==> src/rtl/mips_dcache.sv <==
// Direct-mapped, write-back, write-allocate data cache with one-word lines.
// Stalls the core on misses and writes back every dirty line on a flush request.
module mips_dcache #(
    parameter int XLEN        = 32,
    parameter int LINES       = 16,
    parameter int MEM_LATENCY = 4
) (
    input  logic              clk,
    input  logic              rst_b,
    input  logic [XLEN-1:0]   cpu_addr,
    input  logic              cpu_rd_en,
    input  logic              cpu_wr_en,
    input  logic [XLEN/8-1:0] cpu_byte_en,
    input  logic [7:0]        cpu_wdata    [XLEN/8],
    output logic [7:0]        cpu_rdata    [XLEN/8],
    output logic              cpu_stall,
    input  logic              flush_req,
    output logic              flush_done,
    output logic [XLEN-1:0]   mem_addr,
    output logic [7:0]        mem_data_out [XLEN/8],
    input  logic [7:0]        mem_data_in  [XLEN/8],
    output logic              mem_write_en,
    output logic [1:0]        dbg_state
);
    localparam int NB = XLEN / 8;
    localparam int OW = $clog2(NB);
    localparam int IW = $clog2(LINES);
    localparam int TW = XLEN - OW - IW;
    localparam int CW = $clog2(MEM_LATENCY + 1);

    typedef enum logic [1:0] {
        S_IDLE      = 2'd0,
        S_WRITEBACK = 2'd1,
        S_FILL      = 2'd2,
        S_FLUSH     = 2'd3
    } state_t;

    state_t             r_state;
    state_t             w_next_state;
    logic [LINES-1:0]   r_valid;
    logic [LINES-1:0]   r_dirty;
    logic [TW-1:0]      r_tag [LINES];
    logic [NB-1:0][7:0] r_data [LINES];
    logic [CW-1:0]      r_cnt;
    logic [IW-1:0]      r_flush_idx;
    logic               r_flush_done;
    logic               r_flush_req_d;
    logic [XLEN-1:OW]   r_req_word;
    logic [XLEN-1:0]    r_mem_addr;
    logic [NB-1:0][7:0] r_mem_data;

    logic               w_req;
    logic [IW-1:0]      w_idx;
    logic [TW-1:0]      w_tag;
    logic               w_hit;
    logic               w_victim_dirty;
    logic               w_cnt_run;
    logic               w_cnt_last;
    logic [IW-1:0]      w_fill_idx;
    logic [TW-1:0]      w_fill_tag;
    logic               w_flush_dirty;
    logic               w_flush_step;
    logic               w_flush_last;
    logic [IW-1:0]      w_flush_next;
    logic               w_flush_rise;
    logic               w_flush_start;
    logic               w_unused_offset;

    assign w_req          = cpu_rd_en | cpu_wr_en;
    assign w_idx          = cpu_addr[OW +: IW];
    assign w_tag          = cpu_addr[XLEN-1 -: TW];
    assign w_hit          = r_valid[w_idx] && (r_tag[w_idx] == w_tag);
    assign w_victim_dirty = r_valid[w_idx] && r_dirty[w_idx];
    assign w_unused_offset = ^cpu_addr[OW-1:0];

    // The fill target is latched at the miss so a wandering request cannot corrupt it.
    assign w_fill_idx = r_req_word[OW +: IW];
    assign w_fill_tag = r_req_word[XLEN-1 -: TW];

    assign w_flush_dirty = r_valid[r_flush_idx] && r_dirty[r_flush_idx];
    assign w_flush_last  = (r_flush_idx == IW'(LINES - 1));
    assign w_flush_next  = r_flush_idx + 1'b1;
    assign w_flush_rise  = flush_req && !r_flush_req_d;
    assign w_flush_start = flush_req && !w_req && (!r_flush_done || w_flush_rise);

    assign w_cnt_run    = (r_state == S_WRITEBACK) || (r_state == S_FILL) ||
                          ((r_state == S_FLUSH) && w_flush_dirty);
    assign w_cnt_last   = (r_cnt == CW'(MEM_LATENCY - 1));
    assign w_flush_step = !w_flush_dirty || w_cnt_last;

    always_ff @(posedge clk or negedge rst_b) begin
        if (!rst_b) begin
            r_state <= S_IDLE;
        end else begin
            r_state <= w_next_state;
        end
    end

    always_comb begin
        w_next_state = r_state;
        case (r_state)
            S_IDLE: begin
                if (w_req && !w_hit) begin
                    w_next_state = w_victim_dirty ? S_WRITEBACK : S_FILL;
                end else if (w_flush_start) begin
                    w_next_state = S_FLUSH;
                end
            end
            S_WRITEBACK: if (w_cnt_last) w_next_state = S_FILL;
            S_FILL:      if (w_cnt_last) w_next_state = S_IDLE;
            S_FLUSH:     if (w_flush_step && w_flush_last) w_next_state = S_IDLE;
            default:     w_next_state = S_IDLE;
        endcase
    end

    always_comb begin
        cpu_stall    = 1'b1;
        mem_write_en = 1'b0;
        case (r_state)
            S_IDLE:      cpu_stall    = w_req && !w_hit;
            S_WRITEBACK: mem_write_en = 1'b1;
            S_FLUSH:     mem_write_en = w_flush_dirty;
            default:     ;
        endcase
    end

    always_ff @(posedge clk or negedge rst_b) begin
        if (!rst_b) begin
            r_valid       <= '0;
            r_dirty       <= '0;
            r_cnt         <= '0;
            r_flush_idx   <= '0;
            r_flush_done  <= 1'b0;
            r_flush_req_d <= 1'b0;
            r_req_word    <= '0;
            r_mem_addr    <= '0;
        end else begin
            r_flush_req_d <= flush_req;
            if (w_cnt_run && !w_cnt_last) begin
                r_cnt <= r_cnt + 1'b1;
            end else begin
                r_cnt <= '0;
            end
            case (r_state)
                S_IDLE: begin
                    if (w_req || w_flush_rise) r_flush_done <= 1'b0;
                    if (w_req && w_hit && cpu_wr_en) r_dirty[w_idx] <= 1'b1;
                    if (w_req && !w_hit) begin
                        r_req_word <= cpu_addr[XLEN-1:OW];
                        r_mem_addr <= w_victim_dirty ? {r_tag[w_idx], w_idx, {OW{1'b0}}}
                                                     : {cpu_addr[XLEN-1:OW], {OW{1'b0}}};
                    end else if (w_flush_start) begin
                        r_flush_idx <= '0;
                        r_mem_addr  <= {r_tag[0], {IW{1'b0}}, {OW{1'b0}}};
                    end
                end
                S_WRITEBACK: begin
                    if (w_cnt_last) r_mem_addr <= {r_req_word, {OW{1'b0}}};
                end
                S_FILL: begin
                    if (w_cnt_last) begin
                        r_valid[w_fill_idx] <= 1'b1;
                        r_dirty[w_fill_idx] <= 1'b0;
                    end
                end
                S_FLUSH: begin
                    if (w_flush_dirty && w_cnt_last) r_dirty[r_flush_idx] <= 1'b0;
                    if (w_flush_step) begin
                        if (w_flush_last) begin
                            r_flush_done <= 1'b1;
                        end else begin
                            r_flush_idx <= w_flush_next;
                            r_mem_addr  <= {r_tag[w_flush_next], w_flush_next, {OW{1'b0}}};
                        end
                    end
                end
                default: ;
            endcase
        end
    end

    // Line storage and the writeback data register carry no reset.
    always_ff @(posedge clk) begin
        if ((r_state == S_IDLE) && w_req && w_hit && cpu_wr_en) begin
            for (int b = 0; b < NB; b++) begin
                if (cpu_byte_en[b]) r_data[w_idx][b] <= cpu_wdata[b];
            end
        end
        if ((r_state == S_FILL) && w_cnt_last) begin
            r_tag[w_fill_idx] <= w_fill_tag;
            for (int b = 0; b < NB; b++) begin
                r_data[w_fill_idx][b] <= mem_data_in[b];
            end
        end
        if (r_state == S_IDLE) begin
            if (w_req && !w_hit) begin
                r_mem_data <= r_data[w_idx];
            end else if (w_flush_start) begin
                r_mem_data <= r_data[0];
            end
        end
        if ((r_state == S_FLUSH) && w_flush_step && !w_flush_last) begin
            r_mem_data <= r_data[w_flush_next];
        end
    end

    always_comb begin
        for (int b = 0; b < NB; b++) begin
            cpu_rdata[b]    = r_data[w_idx][b];
            mem_data_out[b] = r_mem_data[b];
        end
    end

    assign mem_addr   = r_mem_addr;
    assign flush_done = r_flush_done;
    assign dbg_state  = r_state;

endmodule

==> config.mk <==
export PLATFORM = sky130hd
export DESIGN_NAME = mips_dcache
export DESIGN_NICKNAME = d
export VERILOG_FILES = /design/src/rtl/mips_dcache.sv
export SDC_FILE = /design/constraint.sdc
export NUM_CORES = 2
export LEC_CHECK = 0
export CAP_MARGIN = 15
export CORE_ASPECT_RATIO = 1.25
export CORE_MARGIN = 2
export CORE_UTILIZATION = 40
export CTS_BUF_LIST = sky130_fd_sc_hd__clkbuf_8
export CTS_CLUSTER_SIZE = 30
export DETAILED_ROUTE_END_ITERATION = 7
export DONT_BUFFER_PORTS = 1
export PLACE_DENSITY = 0.53
export REMOVE_ABC_BUFFERS = 1
export SYNTH_ARGS = -nofsm -noshare
export SYNTH_HDL_FRONTEND = slang
export SYNTH_SLANG_ARGS = --single-unit
==> constraint.sdc <==
create_clock -name clk -period 15.6 [get_ports clk]
set_clock_uncertainty 0.05 [all_clocks]
set_input_delay 0.78 -clock clk [delete_from_list [all_inputs] [get_ports clk]]
set_output_delay 0.78 -clock clk [all_outputs]
set_load 0.02 [all_outputs]
# Word level (Yosys, flattened, before mapping)
# Memory sizes are Yosys's and may differ from the RTL's.
# Cells that the tools add are included.
# op_classes
addsub	2
magnitude_cmp	6
eq_ne	18
muxes	65
n_bitwise	7
n_reduce_logical	49
# ops
operator	n
$mux 32	11
$pmux 32 s3	1
$mux 16	3
$pmux 16 s3	1
$and 16x16->16	2
$not 16->16	2
$or 16x16->16	2
$reduce_or 32->1	1
$eq 26x26->1	1
$mux 1	25
$mux 4	6
$logic_and 1x1->1	22
$ne 2x2->1 const B	11
$bmux 1 s4	4
$lt 4x5->1 const B	3
$demux 1 s4	3
$ge 4x1->1 const B	3
$mux 2	6
$reduce_and 4->1	3
$reduce_and 5->1	2
$reduce_bool 3->1	3
$pmux 2 s4	1
$pmux 4 s2	1
$logic_not 1->1	7
14 further kinds	23
# totals
regBits	137
mem_bits_rw	928
in_bits	105
out_inout_bits	101
wordCells	162
memories	2
# mem_list
name	depth	word_bits	read_ports	rd_clocked_by_memory_dff	wr	line	text
r_data	16	32	3	0	1	43	logic [NB-1:0][7:0] r_data [LINES];
r_tag	16	26	3	0	1	42	logic [TW-1:0] r_tag [LINES];

# Longest topological paths before layout
# logic_depth
word_depth	9
depth_mapped	19
depth_no_buf	9

# Least setup slack after synthesis
# Ideal clock, no wire load.
# synth_path
path_type	input to register
from	input port cpu_addr[3]
to	register r_mem_data (netlist bit mem_data_out[0]), enable pin
setup_time_ns	0.466
arrival_ns	6.062
required_ns	15.084
setup_slack_ns	9.023
stages	16
n_path_buf	7
cell_sequence	buf_6 -> buf_6 -> buf_6 -> buf_4 -> buf_2 -> buf_2 -> mux4_2 -> mux2i_1 -> xnor2_1 -> nor3_1 -> a21oi_1 -> nor4_2 -> a31oi_1 -> buf_2 -> nor2b_1 -> o21ai_0
# synth_between
elab_chain_cells	7
elab_cells_between_ends	9
classes_between	eq/ne (1); mux (2); reduce/logical (5); memory (1)
# synth_lines
element	line	text
from (decl)	10	input logic [XLEN-1:0] cpu_addr,
$mem_v2 16x26 / $bmux 1 s4 (equally long branches)	-	
$eq 26x26->1 / $mux 1 (equally long branches)	72	assign w_hit = r_valid[w_idx] && (r_tag[w_idx] == w_tag);
$logic_and 1x1->1 *	72	
$logic_not 1->1 *	196	if (w_req && !w_hit) begin
$logic_and 1x1->1 *	196	
$reduce_bool 3->1 (no line) *	-	
$reduce_and 2->1 (no line) *	-	
to (signal assigned)	197	r_mem_data <= r_data[w_idx];
to (signal assigned)	199	r_mem_data <= r_data[0];
to (signal assigned)	203	r_mem_data <= r_data[w_flush_next];
to (decl)	50	logic [NB-1:0][7:0] r_mem_data;
# Every way passes the cells marked *; elsewhere a longest branch is shown, timed or not. The select of a mux whose other input is x is not followed.
# A chain may end at the register's enable or synchronous reset.

# Final worst setup path
# layout_path
from	input port cpu_addr[2]
to	output port cpu_stall
# layout_between
elab_chain_cells	6
elab_cells_between_ends	8
classes_between	eq/ne (1); mux (3); reduce/logical (3); memory (1)
# layout_lines
element	line	text
$mem_v2 16x26 / $bmux 1 s4 (equally long branches)	-	
$eq 26x26->1 / $mux 1 (equally long branches)	72	
$logic_and 1x1->1 *	72	
$logic_not 1->1 *	120	S_IDLE: cpu_stall = w_req && !w_hit;
$logic_and 1x1->1 *	120	
$mux 1 *	119	case (r_state)
to (decl)	16	output logic cpu_stall,
# Marked as above.

==> results.toml <==
[placement]
post-place-ws_ns = 9.466
hpwl_um = 95540
dpl_cell_area_um2 = 54090
gp_congestion = 0.8718
io_buffer_count = 0

[clocking]
cts_buffer_depth = 3
cts_tree = "yes"
postCtsHoldBufs = 31
cts_resized = 0
insertion_delay_ns = 0.92
cts-root-buf = "clkbuf_8"
htreeDepth = 4
numCtsBuffers = 178
clkTransAtPathRegs_ns = 0.06
cts_setup_buffers = 0
clkSinkCount = 1063

[grt]
use_met3 = 0.05758
use_met2 = 0.4328
grt_pass1_vias = 33190
grt_max_degree = 250
grt_usage = 0.2509
grtUsageMet1 = 0.3073
grt_pass1_wl_um = 239700
grt_antenna_before_repair = 2
grt.overflow.total = 0
grt_busiest_layer = "met2"

[setup_path]
start_kind = "input pin"
critPathMaxFanout = 186
cp.required_ns = 14.77
end_kind = "output port"
crit_arrival_ns = 4.91
path_class = "input pin to output port"

[yosys]
postSynthAreaPerCell_um2 = 16.74
synth_area_leader_cell = "edfxtp_1"
synthArstFlopShare = 0.09690
synth_top_area_share = 0.5544
yosysSeqAreaShare = 0.6039
yosys_warnings = 0
yosys-top-cells-area = "edfxtp_1 55%, mux4_2 22%, dfrtp_1 5.0%"
synth_seq_cells = 1063
synthCells = 3106
synth-edff-count = 960
ys.flop_type = "edfxtp_1"
syn_area_um2 = 52000
ys_types = 74

[die]
chipWidth_um = 326.5
fp.coreArea_um2 = 128700
die_y_um = 407.1
io_pins = 206
std_cell_rows = 147
die-area_um2 = 132900
start_util = 0.4039

[sta]
maxSlewHeadroom = 0.1578
worst_pin_slew_ns = 1.256
rsz0062_at_grt = "false"
hold_viol_final = 0
hold_ws_ns = 0.1094
finalSetupViolations = 0
setup_ws_ns = 9.856
layout_min_cycle_time_ns = 5.745
slew_violations = 0
fmax_ghz = 0.1741
period_share = 0.3682

[power]
ir_drop_mv = 0.1013
p_leak_nw = 18.74
intPower_mw = 5.147
p_comb_frac = 0.161
clkPwrFrac = 0.320
swShare = 0.3065
p_sw_mw = 2.275
pwr-share-seq = 0.519
p_per_area_nw_per_um2 = 128.3

[cells_and_area]
final_nets = 3284
regArea_um2 = 31410
area_growth_pct = 11.21
fillers = 11270
final_common_cell = "edfxtp_1"
postLayoutCoreUtil = 0.4492
layout-drive-gt1-share = 0.2894
post-route-cell-area_um2 = 57830
multi_input_area_um2 = 19720
final_cell_mix = "960 x edfxtp_1, 517 x mux4_2, 270 x nand2_1"

[routing]
wl_per_cell_um = 33.31
drtIter0Drc = 3308
vias = 31990
viasPerCell = 6.351
drt_wl_total_um = 167800
dr.pass1.iters = 8
detail-route-antenna-nets = 0
drc = 0

[status]
status = "complete, no violations"

[flow_run]
maxCapViolCount = 0

[hold_path]
min-delay-path-class = "input pin to register"
==> final cells by class <==
cell class	count	share of cell area
Inverter	28	0.001817
Sequential cell	1063	0.5431
Multi-Input combinational cell	1774	0.3409
Clock inverter	132	0.01110
Clock buffer	200	0.04760
Antenna cell	3	0.0001298
Timing Repair Buffer	124	0.01824
Tap cell	1713	0.03706
==> worst max-delay path: stages <==
cell     delay, ns
inv_1         0.18
buf_4         0.51
mux2_2        0.44
and3_1        0.23
or4b_1        0.49
or4_1         0.57
or4_4         0.45
nor4b_4       0.35
o21ai_0       0.45
==> per-stage QoR <==
step | setup TNS (ns) | power [mW] | cells
after CTS | 0 | 7.469 | 5033
after detailed placement | 0 | 5.079 | 4670
after global routing | 0 | 7.702 | 5035
after global placement | 0 | 5.041 | 4666
after floorplan | -52.91 | 4.600 | 2865
final | 0 | 7.422 | 5037
==> cells in the mapped netlist, types with 23 or more instances <==
cell type,number
a21oi_1,109
a31oi_1,74
buf_1,66
inv_1,26
nand2_1,271
dfrtp_1,103
edfxtp_1,960
buf_2,42
nor2_1,162
or2_2,23
mux2_2,59
mux4_2,517
o21ai_0,61
mux2i_1,141
clkbuf_1,120
nand3_1,45
a22oi_1,39
==> path summary, 6_finish.rpt <==
kind / startpoint / end / slack [ns] / cells after the start
max: cpu_addr[2] / cpu_stall / 9.86 / 9
min: cpu_addr[14] / mem_addr[14]$_DFFE_PN0P_ / 0.11 / 4
max reg2reg: r_tag[14][15]$_DFFE_PP_ / r_data[12][13]$_DFFE_PP_ / 10.26 / 9
min reg2reg: r_cnt[0]$_DFF_PN0_ / r_cnt[0]$_DFF_PN0_ / 0.39 / 1
max in group asynchronous: rst_b / r_flush_idx[0]$_DFFE_PN0P_ / 14.44 / 2
min in group asynchronous: rst_b / mem_addr[12]$_DFFE_PN0P_ / 0.52 / 2
==> power groups by stage <==
stage                     sequential, mW  combinational, mW  clock [mW]
final                               3.85               1.19        2.38
after detailed placement            3.91               1.17           0
after floorplan                     3.79              0.805           0
after CTS                           3.85               1.19        2.42
after global routing                3.89               1.27        2.55
after global placement              3.89               1.15           0
==> cells by family (layout without fill, tap and decap cells) <==
family | count (synthesis) | count (layout) | synth area share
buffers and inverters | 270 | 484 | 0.02187
AND/OR/NAND/NOR | 613 | 613 | 0.05264
flip-flops | 1063 | 1063 | 0.6039
adder cells (fa/ha/maj) | 10 | 10 | 0.002406
XOR/XNOR | 29 | 29 | 0.004884
other | 1 | 5 | 0.00007211
AO/OA/AOI/OAI | 403 | 403 | 0.05038
multiplexers | 717 | 717 | 0.2638
==> registers in the layout (all words and copies together) (netlist names), 4 cells and up <==
register      flops
mem_data_out     32
r_data          512
r_req_word       30
r_tag           416
mem_addr         30
r_flush_idx       4
r_dirty          16
r_valid          16
==> per-layer routing <==
layer  up-vias  share of wire  routed length, µm
met2      1755           0.51              85940
met3       381          0.084              14140
li1      12970              -                  -
met5         -       0.000077                 13
met4         2          0.036               5982
met1     16880           0.37              61700
Power figures use the tool's default switching activity.
